===== src/rtl/shared_reg_arbiter_pkg.sv =====
// ----------------------------------------------------------------------------
// shared_reg_arb_pkg
// Shared types and constants for the shared-register round-robin arbiter:
//   state_t   - arbiter FSM state (IDLE / GRANT)
//   DEF_*     - default requester count and data width
//   idx_w()   - index width for a given count (clog2, minimum 1 bit)
// ----------------------------------------------------------------------------
package shared_reg_arb_pkg;

    typedef enum logic {
        IDLE  = 1'b0,
        GRANT = 1'b1
    } state_t;

    localparam int DEF_N_REQ  = 4;
    localparam int DEF_DATA_W = 8;

    function automatic int idx_w(input int n);
        return (n > 1) ? $clog2(n) : 1;
    endfunction

    localparam int DEF_IDX_W = idx_w(DEF_N_REQ);

endpackage


===== src/rtl/shared_reg_arbiter_if.sv =====
// ----------------------------------------------------------------------------
// shared_reg_arbiter_if
// Requester-side bus of the shared register arbiter.
//   req_in       requester -> arbiter  per-requester level-held request
//   wr_en_in     requester -> arbiter  per-requester write strobe
//   data_in      requester -> arbiter  data, slice i = [i*DATA_W +: DATA_W]
//   grant_out    arbiter -> requester  one-hot registered grant
//   busy_out     arbiter -> requester  any grant active
//   q_out        arbiter -> requester  shared register (broadcast read)
//   last_gnt_out arbiter -> requester  index of most recent granted requester
// Modports: master (requester side), slave (arbiter side).
// ----------------------------------------------------------------------------
interface shared_reg_arbiter_if
    import shared_reg_arb_pkg::*;
#(
    parameter int N_REQ  = DEF_N_REQ,
    parameter int DATA_W = DEF_DATA_W
);
    localparam int IW = idx_w(N_REQ);

    logic [N_REQ-1:0]        req_in;
    logic [N_REQ-1:0]        wr_en_in;
    logic [N_REQ*DATA_W-1:0] data_in;
    logic [N_REQ-1:0]        grant_out;
    logic                    busy_out;
    logic [DATA_W-1:0]       q_out;
    logic [IW-1:0]           last_gnt_out;

    modport master (
        output req_in, wr_en_in, data_in,
        input  grant_out, busy_out, q_out, last_gnt_out
    );

    modport slave (
        input  req_in, wr_en_in, data_in,
        output grant_out, busy_out, q_out, last_gnt_out
    );

endinterface


===== src/rtl/shared_reg_arbiter_dff.sv =====
// ----------------------------------------------------------------------------
// shared_reg_dff
// DATA_W-bit storage register with load enable, synchronous active-low reset.
//   clk   rising-edge clock
//   rst_n synchronous active-low reset (clears the register)
//   i_ld  load enable
//   i_d   load data
//   o_q   register contents
// ----------------------------------------------------------------------------
module shared_reg_dff #(
    parameter int DATA_W = 8
) (
    input  logic              clk,
    input  logic              rst_n,
    input  logic              i_ld,
    input  logic [DATA_W-1:0] i_d,
    output logic [DATA_W-1:0] o_q
);

    logic [DATA_W-1:0] r_q;

    always_ff @(posedge clk) begin
        if (!rst_n)
            r_q <= '0;
        else if (i_ld)
            r_q <= i_d;
    end

    assign o_q = r_q;

endmodule


===== src/rtl/shared_reg_arbiter.sv =====
// ----------------------------------------------------------------------------
// shared_reg_arbiter
// Round-robin arbiter giving N_REQ requesters exclusive write access to one
// shared DATA_W-bit register. The granted requester writes when its request
// and write strobe are both high; the register is broadcast on q_out.
//   clk    rising-edge clock
//   rst_n  synchronous active-low reset
//   bus    shared_reg_arbiter_if.slave (req/wr/data in, grant/busy/q/last out)
// Optional build macro ARB_TIMEOUT_EN: force a grant release after HOLD_MAX
// grant cycles so a requester holding req cannot starve the others.
// ----------------------------------------------------------------------------
module shared_reg_arbiter
    import shared_reg_arb_pkg::*;
#(
    parameter int N_REQ    = DEF_N_REQ,
    parameter int DATA_W   = DEF_DATA_W,
    parameter int HOLD_MAX = 15
) (
    input  logic                 clk,
    input  logic                 rst_n,
    shared_reg_arbiter_if.slave  bus
);

    localparam int IW = idx_w(N_REQ);

    state_t            r_state;
    logic [N_REQ-1:0]  r_grant;
    logic              r_busy;
    logic [IW-1:0]     r_ptr;
    logic [IW-1:0]     r_last;
    logic [IW-1:0]     r_gidx;

    logic              w_found;
    logic [IW-1:0]     w_sel;
    logic [N_REQ-1:0]  w_sel_oh;
    logic [IW-1:0]     w_idx;
    logic              w_req_g;
    logic              w_wr_g;
    logic [DATA_W-1:0] w_d;
    logic              w_load;
    logic              w_to;
    logic              w_rel;
    logic [IW-1:0]     w_ptr_nxt;
    logic [DATA_W-1:0] w_q;

    // Circular search: first active request at or after the pointer.
    always_comb begin
        int idx;
        idx      = 0;
        w_found  = 1'b0;
        w_sel    = '0;
        w_sel_oh = '0;
        w_idx    = '0;
        for (int k = 0; k < N_REQ; k++) begin
            idx = int'(r_ptr) + k;
            if (idx >= N_REQ)
                idx = idx - N_REQ;
            w_idx = IW'(idx);
            if (!w_found && bus.req_in[w_idx]) begin
                w_found        = 1'b1;
                w_sel          = w_idx;
                w_sel_oh[idx]  = 1'b1;
            end
        end
    end

    // Granted requester's request, strobe and data slice.
    always_comb begin
        w_req_g = 1'b0;
        w_wr_g  = 1'b0;
        w_d     = '0;
        for (int i = 0; i < N_REQ; i++) begin
            if (r_gidx == IW'(i)) begin
                w_req_g = bus.req_in[i];
                w_wr_g  = bus.wr_en_in[i];
                w_d     = bus.data_in[i*DATA_W +: DATA_W];
            end
        end
    end

    // A write needs grant, req and strobe together; a final timeout cycle
    // still writes because the release does not gate the load.
    assign w_load    = (r_state == GRANT) && w_req_g && w_wr_g;
    assign w_ptr_nxt = (r_gidx == IW'(N_REQ-1)) ? '0 : r_gidx + IW'(1);

`ifdef ARB_TIMEOUT_EN
    localparam int HW = idx_w(HOLD_MAX);

    logic [HW-1:0] r_hold;

    // Zero while idle, so it starts at 0 on grant entry; counts each grant cycle.
    always_ff @(posedge clk) begin
        if (!rst_n)
            r_hold <= '0;
        else if (r_state == IDLE)
            r_hold <= '0;
        else
            r_hold <= r_hold + HW'(1);
    end

    assign w_to = (r_state == GRANT) && (r_hold == HW'(HOLD_MAX-1));
`else
    // No hold limit: the grant lasts until the owner drops its request.
    assign w_to = (HOLD_MAX < 0);
`endif

    assign w_rel = !w_req_g || w_to;

    always_ff @(posedge clk) begin
        if (!rst_n) begin
            r_state <= IDLE;
            r_grant <= '0;
            r_busy  <= 1'b0;
            r_ptr   <= '0;
            r_last  <= '0;
            r_gidx  <= '0;
        end else begin
            case (r_state)
                IDLE: begin
                    if (w_found) begin
                        r_grant <= w_sel_oh;
                        r_gidx  <= w_sel;
                        r_busy  <= 1'b1;
                        r_state <= GRANT;
                    end
                end
                GRANT: begin
                    // Pointer moves past the owner, giving it lowest priority next.
                    if (w_rel) begin
                        r_grant <= '0;
                        r_busy  <= 1'b0;
                        r_ptr   <= w_ptr_nxt;
                        r_last  <= r_gidx;
                        r_state <= IDLE;
                    end
                end
                default: r_state <= IDLE;
            endcase
        end
    end

    shared_reg_dff #(.DATA_W(DATA_W)) u_reg (
        .clk   (clk),
        .rst_n (rst_n),
        .i_ld  (w_load),
        .i_d   (w_d),
        .o_q   (w_q)
    );

    assign bus.grant_out    = r_grant;
    assign bus.busy_out     = r_busy;
    assign bus.q_out        = w_q;
    assign bus.last_gnt_out = r_last;

endmodule


===== src/flat_wrapper.sv =====
// flat-port wrapper written by rule: the top's interface ports become plain ports
module shared_reg_arbiter_flat import shared_reg_arb_pkg::*;
#(
    parameter int N_REQ    = DEF_N_REQ,
    parameter int DATA_W   = DEF_DATA_W,
    parameter int HOLD_MAX = 15
)
  (clk, rst_n, bus_req_in, bus_wr_en_in, bus_data_in, bus_grant_out, bus_busy_out, bus_q_out, bus_last_gnt_out);
  shared_reg_arbiter_if #(.N_REQ(N_REQ), .DATA_W(DATA_W)) bus_i ();
  input  logic clk;
  input  logic rst_n;
  input wire logic [$bits(bus_i.req_in)-1:0] bus_req_in;
  input wire logic [$bits(bus_i.wr_en_in)-1:0] bus_wr_en_in;
  input wire logic [$bits(bus_i.data_in)-1:0] bus_data_in;
  output wire logic [$bits(bus_i.grant_out)-1:0] bus_grant_out;
  output wire logic [$bits(bus_i.busy_out)-1:0] bus_busy_out;
  output wire logic [$bits(bus_i.q_out)-1:0] bus_q_out;
  output wire logic [$bits(bus_i.last_gnt_out)-1:0] bus_last_gnt_out;
  assign bus_i.req_in = bus_req_in;
  assign bus_i.wr_en_in = bus_wr_en_in;
  assign bus_i.data_in = bus_data_in;
  assign bus_grant_out = bus_i.grant_out;
  assign bus_busy_out = bus_i.busy_out;
  assign bus_q_out = bus_i.q_out;
  assign bus_last_gnt_out = bus_i.last_gnt_out;
  shared_reg_arbiter #(.N_REQ(N_REQ), .DATA_W(DATA_W), .HOLD_MAX(HOLD_MAX)) u_core (.clk(clk), .rst_n(rst_n), .bus(bus_i));
endmodule

===== config.mk =====
export PLATFORM = sky130hd
export DESIGN_NAME = shared_reg_arbiter_flat
export DESIGN_NICKNAME = d
export VERILOG_FILES = /design/src/rtl/shared_reg_arbiter_pkg.sv /design/src/rtl/shared_reg_arbiter_if.sv /design/src/rtl/shared_reg_arbiter_dff.sv /design/src/rtl/shared_reg_arbiter.sv /design/src/flat_wrapper.sv
export SDC_FILE = /design/constraint.sdc
export NUM_CORES = 1
export LEC_CHECK = 0
export CAP_MARGIN = 0
export CELL_PAD_IN_SITES_DETAIL_PLACEMENT = 0
export CELL_PAD_IN_SITES_GLOBAL_PLACEMENT = 1
export CORE_AREA = 10 10 68 98
export CTS_CLUSTER_DIAMETER = 30
export CTS_CLUSTER_SIZE = 16
export DETAILED_ROUTE_END_ITERATION = 16
export DIE_AREA = 0 0 78 108
export GPL_TIMING_DRIVEN = 0
export PLACE_DENSITY = 0.76
export SKIP_LAST_GASP = 1
export SYNTH_ARGS = -nofsm -noshare
export SYNTH_HDL_FRONTEND = slang
export SYNTH_SLANG_ARGS = --single-unit
export TNS_END_PERCENT = 10

===== constraint.sdc =====
create_clock -name clk -period 3.4 [get_ports clk]
set_input_delay 0.34 -clock clk [delete_from_list [all_inputs] [get_ports clk]]
set_output_delay 0.34 -clock clk [all_outputs]
set_load 0.02 [all_outputs]

==> results of run 1 <==
==> routing by layer <==
layer	up-vias	track usage, %	wire length, um
li1	760	-	-
met1	713	13.2	2050
met4	0	2.44	29
met5	-	0	0
met2	54	20.6	2430
met3	4	3.57	365
==> path summary, 6_finish.rpt <==
| check | startpoint | to | slack [ns] | depth (start not counted) |
|---|---|---|---|---|
| setup reg to reg | u_core.r_ptr[0] | u_core.bus.grant_out[1] | 0.62 | 9 |
| hold reg to reg | u_core.bus.busy_out | u_core.bus.busy_out | 0.49 | 2 |
| setup / recovery | u_core.r_ptr[0] | u_core.bus.grant_out[1] | 0.62 | 9 |
| hold / removal | u_core.bus.busy_out | u_core.bus.busy_out | 0.49 | 2 |
==> power by group through the flow <==
| stage | clock, uW | sequential [uW] | combinational, uW |
|---|---|---|---|
| after floorplan | 0 | 449 | 662 |
| after global placement | 0 | 396 | 1090 |
| after detailed placement | 0 | 397 | 1080 |
| after CTS | 184 | 392 | 1090 |
| after global routing | 192 | 404 | 1190 |
| final | 176 | 389 | 1080 |
==> stage by stage <==
step	hold WS [ns]	cells	total power, uW
after global routing	0.513	293	1790
after CTS	0.502	293	1670
after detailed placement	0.484	289	1480
after global placement	0.478	289	1480
final	0.486	293	1640
after floorplan	0.494	167	1110
==> kinds of logic (layout without fill, tap and decap cells) <==
family                     after synthesis  in the layout  synth area share (%)
buffers and inverters                   21             79                  5.99
AOI/OAI and AO/OA                       57             57                  31.5
muxes                                    9              9                  9.59
and+or+nand+nor                         52             52                  18.7
adders and majority gates                8              8                  6.85
DFF                                     20             20                  27.4
==> registers in the layout, indices dropped and copies added, names as in the netlist <==
name,cells
u_core.bus.busy_out,1
u_core.r_ptr,2
u_core.bus.grant_out,4
u_core.u_reg.o_q,8
u_core.bus.last_gnt_out,2
u_core.r_gidx,2
u_core.r_state,1
==> worst min-delay path, cell delays in order (launching register included) <==
cell and delay (ns):
dfxtp_1 0.34, nor2_1 0.05, nor2_1 0.07
==> cell usage in the layout (no fill, tap or decap), types with 2 or more instances in the layout <==
cell	netlist	routed
o311ai_0	7	7
mux2i_1	5	5
clkbuf_8	0	4
a21oi_1	5	5
a221oi_1	12	12
nor2b_1	10	10
mux4_2	4	4
inv_1	8	8
nor3_1	2	2
o211ai_1	3	3
clkdlybuf4s50_1	0	54
and2_1	3	3
o22ai_1	2	2
ha_1	8	8
nand3b_1	2	2
a32o_1	4	4
clkbuf_1	6	6
nand3_1	2	2
buf_2	4	4
o211a_1	8	8
nand2_1	14	14
nor2_1	13	13
o21ai_0	6	6
dfxtp_1	20	20
==> area by class of cell <==
type	instances	area [sq um]	share of cell area, %
Multi-Input combinational cell	126	973	45.4
Timing Repair Buffer	54	541	25.2
Sequential cell	20	400	18.7
Tap cell	68	85.1	3.97
Clock buffer	4	55.1	2.57
Buffer	12	53.8	2.51
Inverter	9	33.8	1.58
==> results_dict.tcl, run 1 <==
set metrics [dict create \
    status "complete, no violations" \
    synth.ff_latch_count 20 \
    die_area_sq_um 8420 \
    clk_pin_slew_ns 0.07 \
    drtIter0Drc 96 \
    drtAntennaViolNets 0 \
    power_switching_share_pct 44.8 \
    insertion_delay_ns 0.25 \
    ys_warn_count 0 \
    synth_top_area_cell "dfxtp_1" \
    root_buffer "clkbuf_8" \
    netlist_area_sq_um 1460 \
    num-fill-cells 520 \
    setup_violations 0 \
    skew_ns 0.00297 \
    final_util_pct 42.8 \
    vias 1531 \
    antenna_found_initial 0 \
    hold_buffers 0 \
    synthCells 167 \
    switchingPower_uw 736 \
    crit_chain "buf_4 -> inv_1 -> ha_1 -> buf_2 -> mux4_2 -> nor3_4 -> a21oi_2 -> and2_4 -> a32o_1" \
    drc 0 \
    cts-resized-gates 0 \
    start_util_pct 29.2 \
    core_sq_um 5000 \
    power.clock.fraction_pct 10.7 \
    grt_setup_unrepaired "no" \
    hold_path_class "flop to flop" \
    synth_nets 217 \
    crit_family "multiplexers" \
    maxCapViolations 0 \
    slew_headroom_pct 53.4 \
    ys.flop_type "dfxtp_1" \
    fmax_ghz 0.359 \
    setup_tns_ns 0 \
    io_buffers 54 \
    cp_max_fo 10 \
    cpPeakStageDelay_ns 0.63 \
    fin_crit_ns 2.78 \
    synth_edf_count 0 \
    finalCritPeriodShare_pct 81.9 \
    ir_drop_v 0.000338 \
    cp_slowest_cell "mux4_2" \
    post-synth-top-count-cell "dfxtp_1" \
    dr.pass1.iters 4 \
    numClockSinks 20 \
    yosys.cell_types.count 41 \
    finalHoldViolCount 0 \
    grt_overflow 0 \
    wire_per_inst_um 16.6 \
    p_per_area_nw_per_um2 767 \
    critPathBufInv 3 \
    setup_ws_ns 0.617 \
    postCtsSetupBuffers 0 \
    syn_avg_cell_area_sq_um 8.75 \
    gp_congestion 0.747 \
    htreeDepth 1 \
    routed_via_density 5.23 \
    async_flop_share_pct 0 \
    yosysSeqAreaShare_pct 27.4 \
    grt_usage_pct 11.5 \
    cp-start-kind "flop" \
    totalWireLength_um 4880 \
    p_seq_share_pct 23.7 \
    finalMaxSlewViolations 0 \
    arrival_ns 2.93 \
    cp.required_ns 3.55 \
    dp_hpwl_um 3900 \
    grt_max_degree 12 \
    cts_tree "yes" \
    tightest_slew_ns 0.696 \
    cts_made_buffers 3 \
    yosys-top-cells-area "dfxtp_1 (27%), a221oi_1 (7.2%), ha_1 (6.8%)" \
    die_h_um 108 \
    ioPinCount 57 \
    internal-power_uw 907 \
    final_layout_size_suffix_gt1_share_pct 8.44 \
    grt_pass1_wl_um 7910 \
    cts_buffer_depth 2 \
    synth_commonest_cells "dfxtp_1 (20), nand2_1 (14), nor2_1 (13)" \
    p_comb_share_pct 65.6 \
    die_width_um 78 \
    p_leak_uw 0.000849 \
    synth_top_cell_area_share_pct 27.4 \
    end_kind "flop" \
    first_global_vias 1595 \
    area_delta_synth_final_pct 46.6 \
    placedInstanceArea_sq_um 2090 \
    critPathKind "flop to flop" \
    rows 32 \
    nets 276 \
    n_antenna_cell 0 \
    dp_slack_ns 0.639 \
    stdcell_area_sq_um 2140 \
]
No activity file was read; power rests on OpenSTA's default activity.
==> inputs of run 2 (changes only) <==
clock period = 2.6 ns   (was 3.4 ns; I/O delays follow)
==> results_dict.tcl, run 2 (synthesis results as in run 1) <==
set metrics [dict create \
    numClockSinks 20 \
    root_buffer "clkbuf_8" \
    drc 0 \
    tightest_slew_ns 0.693 \
    totalWireLength_um 4960 \
    dp_hpwl_um 3900 \
    min_delay_path_depth 2 \
    final_common_cell "clkdlybuf4s50_1" \
    hold_path_end "u_core.bus.busy_out" \
    nets 285 \
    core_sq_um 5000 \
    htreeDepth 1 \
    status "complete, no violations" \
    grt_usage_pct 11.6 \
    setup_tns_ns 0 \
    maxCapViolations 0 \
    finalCritPeriodShare_pct 95.6 \
    ff2ff_path_depth 9 \
    final_cell_mix "clkdlybuf4s50_1 (54), dfxtp_1 (18), nand2_1 (14)" \
    ir_drop_v 0.000471 \
    fmax_ghz 0.402 \
    setup_violations 0 \
    stdcell_area_sq_um 2260 \
    rows 32 \
    largest_reg_flops 8 \
    routed_via_density 5.28 \
    die_area_sq_um 8420 \
    cp.required_ns 2.75 \
    gp_congestion 0.747 \
    ioPinCount 57 \
    reg2reg_from "u_core.r_ptr[0]" \
    n_antenna_cell 0 \
    grt_pass1_wl_um 7950 \
    hold_path_class "flop to flop" \
    placedInstanceArea_sq_um 2090 \
    slew_headroom_pct 53.6 \
    antenna_found_initial 0 \
    grt_overflow 0 \
    end_kind "flop" \
    cts_tree "yes" \
    hold_buffers 0 \
    skew_ns 0.00183 \
    wire_per_inst_um 16.4 \
    cts_made_buffers 3 \
    finalMaxSlewViolations 0 \
    cp-start-kind "flop" \
    drtIter0Drc 96 \
    start_util_pct 29.2 \
    grt_max_degree 12 \
    cts_buffer_depth 2 \
    grt_setup_unrepaired "yes" \
    p_per_area_nw_per_um2 1020 \
    finalHoldViolCount 0 \
    insertion_delay_ns 0.25 \
    critPathKind "flop to flop" \
    first_global_vias 1603 \
    die_h_um 108 \
    arrival_ns 2.63 \
    fin_crit_ns 2.48 \
    r2r_slack_ns 0.12 \
    vias 1596 \
    r2r-end "u_core.bus.grant_out[3]" \
    cp_max_fo 8 \
    dr.pass1.iters 4 \
    clk_pin_slew_ns 0.07 \
    p_leak_uw 0.000907 \
    final_util_pct 45.2 \
    drtAntennaViolNets 0 \
    final_layout_size_suffix_gt1_share_pct 14.1 \
    hp-start "u_core.bus.busy_out" \
    io_buffers 54 \
    die_width_um 78 \
    area_delta_synth_final_pct 54.8 \
]
[run 2: area by class of cell]
type | count | area [sq um]
Buffer | 12 | 63.8
Multi-Input combinational cell | 126 | 1000
Inverter | 9 | 33.8
Clock buffer | 4 | 55.1
Timing Repair Buffer | 63 | 612
Tap cell | 68 | 85.1
Fill cell | 500 | 2740
Sequential cell | 20 | 408
[run 2: what timing repair did]
item	CTS	global route
resized for setup	1	14
setup endpoints to repair	6	7
pin swaps	1	2
buffers inserted	1	8
[run 2: how the worst max path moves through the flow]
stage | startpoint | slack, ns | to | cells after the start
after floorplan | u_core.r_ptr[0] | 0.1 | u_core.bus.grant_out[0] | 9
after detailed placement | u_core.r_ptr[0] | -0.16 | u_core.bus.grant_out[0] | 9
final | u_core.r_ptr[0] | 0.12 | u_core.bus.grant_out[3] | 9
after global routing | u_core.r_ptr[0] | -0.02 | u_core.r_gidx[1] | 10
after CTS | u_core.r_ptr[0] | -0.09 | u_core.bus.grant_out[2] | 8
after global placement | u_core.r_ptr[0] | -0.19 | u_core.bus.grant_out[1] | 9
[run 2: routing by layer]
metal	vias up	part of all wire (%)	GRT usage (%)
met1	751	42	13.3
met3	8	7.5	3.57
met4	0	1.3	2.96
li1	773	-	-
met2	64	50	20.4
met5	-	0	0
[run 2: through the flow]
step	setup WS [ns]	instances	power, uW	hold WS [ns]
global placement	-0.186	289	1940	0.478
CTS	-0.0945	294	2190	0.502
finish	0.115	302	2320	0.484
floorplan	0.0984	167	1450	0.494
global route	-0.0179	302	2520	0.513
detailed placement	-0.161	289	1940	0.484
[run 2: worst max-delay path, cell delays in order (launching register included)]
cell and delay [ns]:
dfxtp_4 0.36, buf_8 0.11, inv_1 0.06, ha_1 0.28, buf_4 0.14, mux4_2 0.63, nor3_4 0.32, a21oi_4 0.10
and2_4 0.18, a32o_1 0.20
[run 2: power by group]
group	internal (uW)	leakage (uW)	switching, uW
clock	135	0.0000288	95.1
combinational	747	0.000713	825
sequential	422	0.000165	94.0
total	1300	0.000907	1010
==> inputs of run 3 (changes only) <==
CTS_CLUSTER_DIAMETER = 50   (was 30)
HOLD_SLACK_MARGIN = 0.06   (was default)
==> results of run 3 <==
Final layout, timing and power as in run 2 (identical DEF).
